===== config.mk =====
export PLATFORM = sky130hd
export DESIGN_NAME = dmem_arbiter_flat
export DESIGN_NICKNAME = d
export VERILOG_FILES = /design/src/rtl/processor_pkg.sv /design/src/rtl/dmem_arbiter_if.sv /design/src/rtl/dmem_arbiter_wait_counter.sv /design/src/rtl/dmem_arbiter.sv /design/src/flat_wrapper.sv
export SDC_FILE = /design/constraint.sdc
export NUM_CORES = 1
export LEC_CHECK = 0
export BUFFER_PORTS_ARGS = -buffer_cell sky130_fd_sc_hd__buf_2
export CAP_MARGIN = 20
export CORE_UTILIZATION = 29
export CTS_CLUSTER_DIAMETER = 50
export DETAILED_ROUTE_END_ITERATION = 8
export PLACE_DENSITY_LB_ADDON = 0.15
export SYNTH_ARGS = -nofsm -noshare
export SYNTH_HDL_FRONTEND = slang
export SYNTH_SLANG_ARGS = --single-unit

===== constraint.sdc =====
create_clock -name clock -period 1.33 [get_ports clock]
set_input_delay 0.266 -clock clock [delete_from_list [all_inputs] [get_ports clock]]
set_output_delay 0.266 -clock clock [all_outputs]
set_load 0.03 [all_outputs]

===== src/rtl/processor_pkg.sv =====
// Shared processor definitions: default data-memory geometry and the
// read-return owner encoding used by dmem_arbiter.
package processor_pkg;

    localparam int AW_DEF = 8;
    localparam int DW_DEF = 16;

    localparam logic [1:0] OWN_NONE = 2'd0;
    localparam logic [1:0] OWN_CPU  = 2'd1;
    localparam logic [1:0] OWN_HOST = 2'd2;

endpackage


===== src/rtl/dmem_arbiter_if.sv =====
// Request/grant/read-return bundle for one requester of the shared data memory.
// master = requester (core or host), slave = the arbiter.
interface dmem_arbiter_if #(
    parameter int AW = 8,
    parameter int DW = 16
);
    logic          req;
    logic          we;
    logic [AW-1:0] addr;
    logic [DW-1:0] wdata;
    logic          gnt;
    logic          rvalid;
    logic [DW-1:0] rdata;

    modport master (
        output req, we, addr, wdata,
        input  gnt, rvalid, rdata
    );

    modport slave (
        input  req, we, addr, wdata,
        output gnt, rvalid, rdata
    );
endinterface


===== src/rtl/dmem_arbiter_wait_counter.sv =====
// arb_wait_counter: saturating 8-bit count of cycles the host has waited,
// with synchronous clear and a compare against MAX_WAIT.
module arb_wait_counter #(
    parameter int MAX_WAIT = 8
) (
    input  logic       clock,
    input  logic       reset,
    input  logic       inc,
    input  logic       clr,
    output logic [7:0] count,
    output logic       at_max
);

    always_ff @(posedge clock or negedge reset) begin
        if (!reset) begin
            count <= 8'd0;
        end else if (clr) begin
            count <= 8'd0;
        end else if (inc && (count != 8'hFF)) begin
            count <= count + 8'd1;
        end
    end

    assign at_max = (count == 8'(MAX_WAIT));

endmodule


===== src/rtl/dmem_arbiter.sv =====
// Shares the single-port data RAM between the core MEM stage (priority) and the host port.
// Define DMEM_ARB_STARVE_EN to force a host slot once host_wait reaches MAX_WAIT.
module dmem_arbiter
    import processor_pkg::*;
#(
    parameter int AW       = AW_DEF,
    parameter int DW       = DW_DEF,
    parameter int MAX_WAIT = 8
) (
    input  logic          clock,
    input  logic          reset,
    dmem_arbiter_if.slave cpu,
    dmem_arbiter_if.slave host,
    output logic          mem_en,
    output logic          mem_we,
    output logic [AW-1:0] mem_addr,
    output logic [DW-1:0] mem_wdata,
    input  logic [DW-1:0] mem_rdata,
    output logic [7:0]    host_wait
);

`ifdef DMEM_ARB_STARVE_EN
    localparam bit STARVE_EN = 1'b1;
`else
    localparam bit STARVE_EN = 1'b0;
`endif

    logic       cpu_gnt;
    logic       host_gnt;
    logic       force_host;
    logic       wait_at_max;
    logic [1:0] owner;

    // Counter keeps running without the forced slot so host_wait stays useful for debug.
    arb_wait_counter #(.MAX_WAIT(MAX_WAIT)) u_wait (
        .clock  (clock),
        .reset  (reset),
        .inc    (host.req && !host_gnt),
        .clr    (!host.req || host_gnt),
        .count  (host_wait),
        .at_max (wait_at_max)
    );

    assign force_host = STARVE_EN && host.req && wait_at_max;
    assign cpu_gnt    = cpu.req && !force_host;
    assign host_gnt   = host.req && !cpu_gnt;

    always_comb begin
        mem_en    = cpu_gnt || host_gnt;
        mem_we    = 1'b0;
        mem_addr  = '0;
        mem_wdata = '0;
        if (cpu_gnt) begin
            mem_we    = cpu.we;
            mem_addr  = cpu.addr;
            mem_wdata = cpu.wdata;
        end else if (host_gnt) begin
            mem_we    = host.we;
            mem_addr  = host.addr;
            mem_wdata = host.wdata;
        end
    end

    always_ff @(posedge clock or negedge reset) begin
        if (!reset) begin
            owner <= OWN_NONE;
        end else if (cpu_gnt && !cpu.we) begin
            owner <= OWN_CPU;
        end else if (host_gnt && !host.we) begin
            owner <= OWN_HOST;
        end else begin
            owner <= OWN_NONE;
        end
    end

    assign cpu.gnt     = cpu_gnt;
    assign host.gnt    = host_gnt;
    assign cpu.rvalid  = (owner == OWN_CPU);
    assign host.rvalid = (owner == OWN_HOST);
    assign cpu.rdata   = (owner == OWN_CPU)  ? mem_rdata : '0;
    assign host.rdata  = (owner == OWN_HOST) ? mem_rdata : '0;

endmodule


===== src/flat_wrapper.sv =====
// flat-port wrapper written by rule: the top's interface ports become plain ports
module dmem_arbiter_flat import processor_pkg::*;
#(
    parameter int AW       = AW_DEF,
    parameter int DW       = DW_DEF,
    parameter int MAX_WAIT = 8
)
  (clock, reset, mem_en, mem_we, mem_addr, mem_wdata, mem_rdata, host_wait, cpu_req, cpu_we, cpu_addr, cpu_wdata, cpu_gnt, cpu_rvalid, cpu_rdata, host_req, host_we, host_addr, host_wdata, host_gnt, host_rvalid, host_rdata);
  dmem_arbiter_if #(.AW(AW), .DW(DW)) cpu_i ();
  dmem_arbiter_if #(.AW(AW), .DW(DW)) host_i ();
  input  logic clock;
  input  logic reset;
  output logic mem_en;
  output logic mem_we;
  output logic [AW-1:0] mem_addr;
  output logic [DW-1:0] mem_wdata;
  input  logic [DW-1:0] mem_rdata;
  output logic [7:0] host_wait;
  input wire logic [$bits(cpu_i.req)-1:0] cpu_req;
  input wire logic [$bits(cpu_i.we)-1:0] cpu_we;
  input wire logic [$bits(cpu_i.addr)-1:0] cpu_addr;
  input wire logic [$bits(cpu_i.wdata)-1:0] cpu_wdata;
  output wire logic [$bits(cpu_i.gnt)-1:0] cpu_gnt;
  output wire logic [$bits(cpu_i.rvalid)-1:0] cpu_rvalid;
  output wire logic [$bits(cpu_i.rdata)-1:0] cpu_rdata;
  input wire logic [$bits(host_i.req)-1:0] host_req;
  input wire logic [$bits(host_i.we)-1:0] host_we;
  input wire logic [$bits(host_i.addr)-1:0] host_addr;
  input wire logic [$bits(host_i.wdata)-1:0] host_wdata;
  output wire logic [$bits(host_i.gnt)-1:0] host_gnt;
  output wire logic [$bits(host_i.rvalid)-1:0] host_rvalid;
  output wire logic [$bits(host_i.rdata)-1:0] host_rdata;
  assign cpu_i.req = cpu_req;
  assign cpu_i.we = cpu_we;
  assign cpu_i.addr = cpu_addr;
  assign cpu_i.wdata = cpu_wdata;
  assign cpu_gnt = cpu_i.gnt;
  assign cpu_rvalid = cpu_i.rvalid;
  assign cpu_rdata = cpu_i.rdata;
  assign host_i.req = host_req;
  assign host_i.we = host_we;
  assign host_i.addr = host_addr;
  assign host_i.wdata = host_wdata;
  assign host_gnt = host_i.gnt;
  assign host_rvalid = host_i.rvalid;
  assign host_rdata = host_i.rdata;
  dmem_arbiter #(.AW(AW), .DW(DW), .MAX_WAIT(MAX_WAIT)) u_core (.clock(clock), .reset(reset), .cpu(cpu_i), .host(host_i), .mem_en(mem_en), .mem_we(mem_we), .mem_addr(mem_addr), .mem_wdata(mem_wdata), .mem_rdata(mem_rdata), .host_wait(host_wait));
endmodule

==> flow_metrics.py <==
metrics = {
    "synthesis": {
        "synth.top_cells.by_count": "44 x nand2_1, 32 x and2_1, 22 x o21ai_0",
        "synth_most_common_cell": "nand2_1",
        "ys_async_sr_fraction_pct": 100,
        "ys_warn_count": 0,
        "yosysUniqueCellTypes": 30,
        "avgSynthCellArea_um2": 6.80,
        "synthCells": 165,
        "synth_edf_count": 0,
        "syn-num-nets": 236,
        "yosysSeqAreaShare_pct": 22.3,
        "synthesis.area_um2": 1120,
        "synth-main-ff-cell": "dfrtp_1",
        "synth_top_area_cell": "dfrtp_1",
        "synth_top_area_share_pct": 22.3,
        "synth.area.top_cells": "dfrtp_1 22%, and2_1 18%, nand2_1 15%",
        "yosys_register_bits": 10,
    },
    "clocking": {
        "cts.sinks": 10,
        "cts_made_buffers": 3,
        "clk_latency_ns": 0.24,
        "htree_levels": 1,
        "clock-root-buffer": "clkbuf_8",
        "cts.clk_slew.worst_paths_ns": 0.05,
        "cts_tree": "yes",
        "clockBufferDepth": 2,
    },
    "route": {
        "route.detailed.drc": 0,
        "viasPerCell": 4.72,
        "drt_iter0_drc": 76,
        "ant_nets": 0,
        "dr.pass1.iters": 4,
        "drt_wl_total_um": 4860,
        "wl_per_cell_um": 13.3,
        "vias": 1733,
    },
    "die": {
        "ios": 140,
        "num_rows": 22,
        "core_um2": 3690,
        "dieArea_um2": 4120,
        "fp.dieW_um": 64.2,
        "die_y_um": 64.2,
        "start_util_pct": 30.4,
    },
    "timing": {
        "maxSlewViolCount": 0,
        "max_freq_mhz": 637,
        "finalHoldViolations": 0,
        "period_share_pct": 118,
        "rsz0062_at_grt": "yes",
        "setup_viol_count_final": 34,
        "min_period_ns": 1.57,
        "slew_headroom_pct": 83.2,
        "worstMarginPinSlew_ns": 0.248,
        "skew_ns": 0.00577,
        "setup_ws_ns": -0.239,
    },
    "placement": {
        "gp_congestion": 0.760,
        "port_buffers": 139,
        "dp_hpwl_um": 3170,
    },
    "power_and_ir_drop": {
        "p_seq_share_pct": 22.6,
        "p_leak_nw": 1.34,
        "pwr-share-comb_pct": 50.5,
        "finalPower_mw": 1.43,
        "swShare_pct": 38.0,
        "power_density_nw_per_um2": 575,
        "cellInternalPower_uw": 884,
        "vdd_drop_max_v": 0.000371,
        "switchingPower_uw": 543,
        "power_frac_clock_pct": 26.9,
    },
    "global_route": {
        "grt_pass1_wl_um": 7070,
        "antenna_found_initial": 0,
        "grtUsageMet3_pct": 3.57,
        "grt_use_met1_pct": 23.7,
        "track_usage_pct": 21.4,
        "grt-ovfl-total": 0,
        "grt_util_met2_pct": 40.6,
        "grt_max_degree": 21,
        "grt_pass1_vias": 1590,
        "grt_busiest_layer": "met2",
    },
    "cells_and_area": {
        "utilization_pct": 67.3,
        "fin_nets": 391,
        "area_growth_pct": 121,
        "drive_gt1_share_pct": 72.7,
        "antenna_cells": 0,
    },
    "setup_path": {
        "cp_data_required_time_ns": 1.06,
        "cp.arrival_ns": 1.30,
        "critPathMaxFanout": 6,
        "path_class": "reg -> out",
        "worst_setup_path_end_kind": "primary output",
        "start_kind": "flip-flop",
    },
    "status": {
        "violations": "setup timing",
        "status": "finished with violations",
    },
    "hold_path": {
        "hold_path_class": "in -> reg",
    },
    "flow_run": {
        "maxCapViolCount": 0,
    },
}
power groups by stage:
stage | Combinational, mW | Sequential [mW] | Clock [mW]
detailed placement | 0.618 | 0.321 | 0
finish | 0.721 | 0.322 | 0.384
global placement | 0.613 | 0.320 | 0
floorplan | 0.378 | 0.328 | 0
global route | 0.768 | 0.323 | 0.413
CTS | 0.685 | 0.324 | 0.391
metrics by stage:
step / setup TNS [ns] / cell area (um^2) / setup slack [ns] / instances / hold slack [ns]
floorplan: -1.53 / 1250 / -0.164 / 165 / -0.0296
finish: -7.04 / 2480 / -0.239 / 367 / 0.194
CTS: -5.65 / 2420 / -0.199 / 365 / 0.194
detailed placement: -2.80 / 2060 / -0.112 / 356 / 0.139
global route: -8.45 / 2480 / -0.295 / 367 / 0.198
global placement: -1.58 / 2060 / -0.0717 / 356 / 0.142
flip-flops by register name, indices dropped and copies added (netlist names):
register and flops:
u_core.owner 2, u_core.u_wait.count 8
final timing paths:
path | start | cells after the start | slack, ns | to
worst max-delay path | u_core.owner[0]$_DFF_PN0_ | 4 | -0.24 | host_rdata[13]
worst min register to register | u_core.u_wait.count[5]$_DFFE_PN0P_ | 2 | 0.57 | u_core.u_wait.count[5]$_DFFE_PN0P_
max in group asynchronous | reset | 2 | 0.68 | u_core.owner[1]$_DFF_PN0_
min in group asynchronous | reset | 2 | 0.43 | u_core.u_wait.count[7]$_DFFE_PN0P_
worst min-delay path | cpu_we | 2 | 0.19 | u_core.owner[0]$_DFF_PN0_
worst max register to register | u_core.u_wait.count[1]$_DFFE_PN0P_ | 4 | 0.05 | u_core.u_wait.count[3]$_DFFE_PN0P_
final cells by class:
class / count / area, um^2
clock buffers: 4 / 55.1
well taps: 48 / 60.1
flip-flops and latches: 10 / 256
repair buffers: 160 / 1100
fillers: 330 / 1210
multi-input cells: 145 / 1010
timing repair:
item	CTS	global route
hold buffers	1	0
gates resized for setup	87	24
gates cloned	4	0
pin swaps	11	10
endpoints found under the hold margin	10	0
setup buffers	0	2
setup endpoints to repair	34	48
cell usage in the layout, fill, tap and decap left out, types with 2 or more instances in the layout:
master	count
nand3_1	7
dfrtp_1	5
buf_2	104
o21ai_1	2
buf_4	18
nor2b_1	2
dfrtp_2	5
a22o_1	4
o21ai_2	18
nand2_1	44
and2_4	31
nor3_1	2
nor2b_4	7
clkbuf_8	4
and4_1	2
buf_12	2
a21oi_1	6
buf_6	34
o21ai_0	3
layer usage:
layer  up-vias  wire (um)
li1        868          -
met1       766       1870
met2        89       2570
met3        10        294
met4         0        124
met5         -          0
critical path, cell delays in order (launching register included):
cell and delay (ns):
dfrtp_2 0.47, buf_4 0.17, nor2b_4 0.15, and2_4 0.16
buf_6 0.12
cells by family (layout without fill, tap and decap cells):
logic type / Yosys count / after routing / synth area share [%]
DFF: 10 / 10 / 22.3
adders and majority gates: 1 / 1 / 1.11
buffers and inverters: 14 / 164 / 8.58
and+or+nand+nor: 100 / 104 / 46.4
AOI/OAI and AO/OA: 40 / 40 / 21.6
No activity file was read; power rests on OpenSTA's default activity.
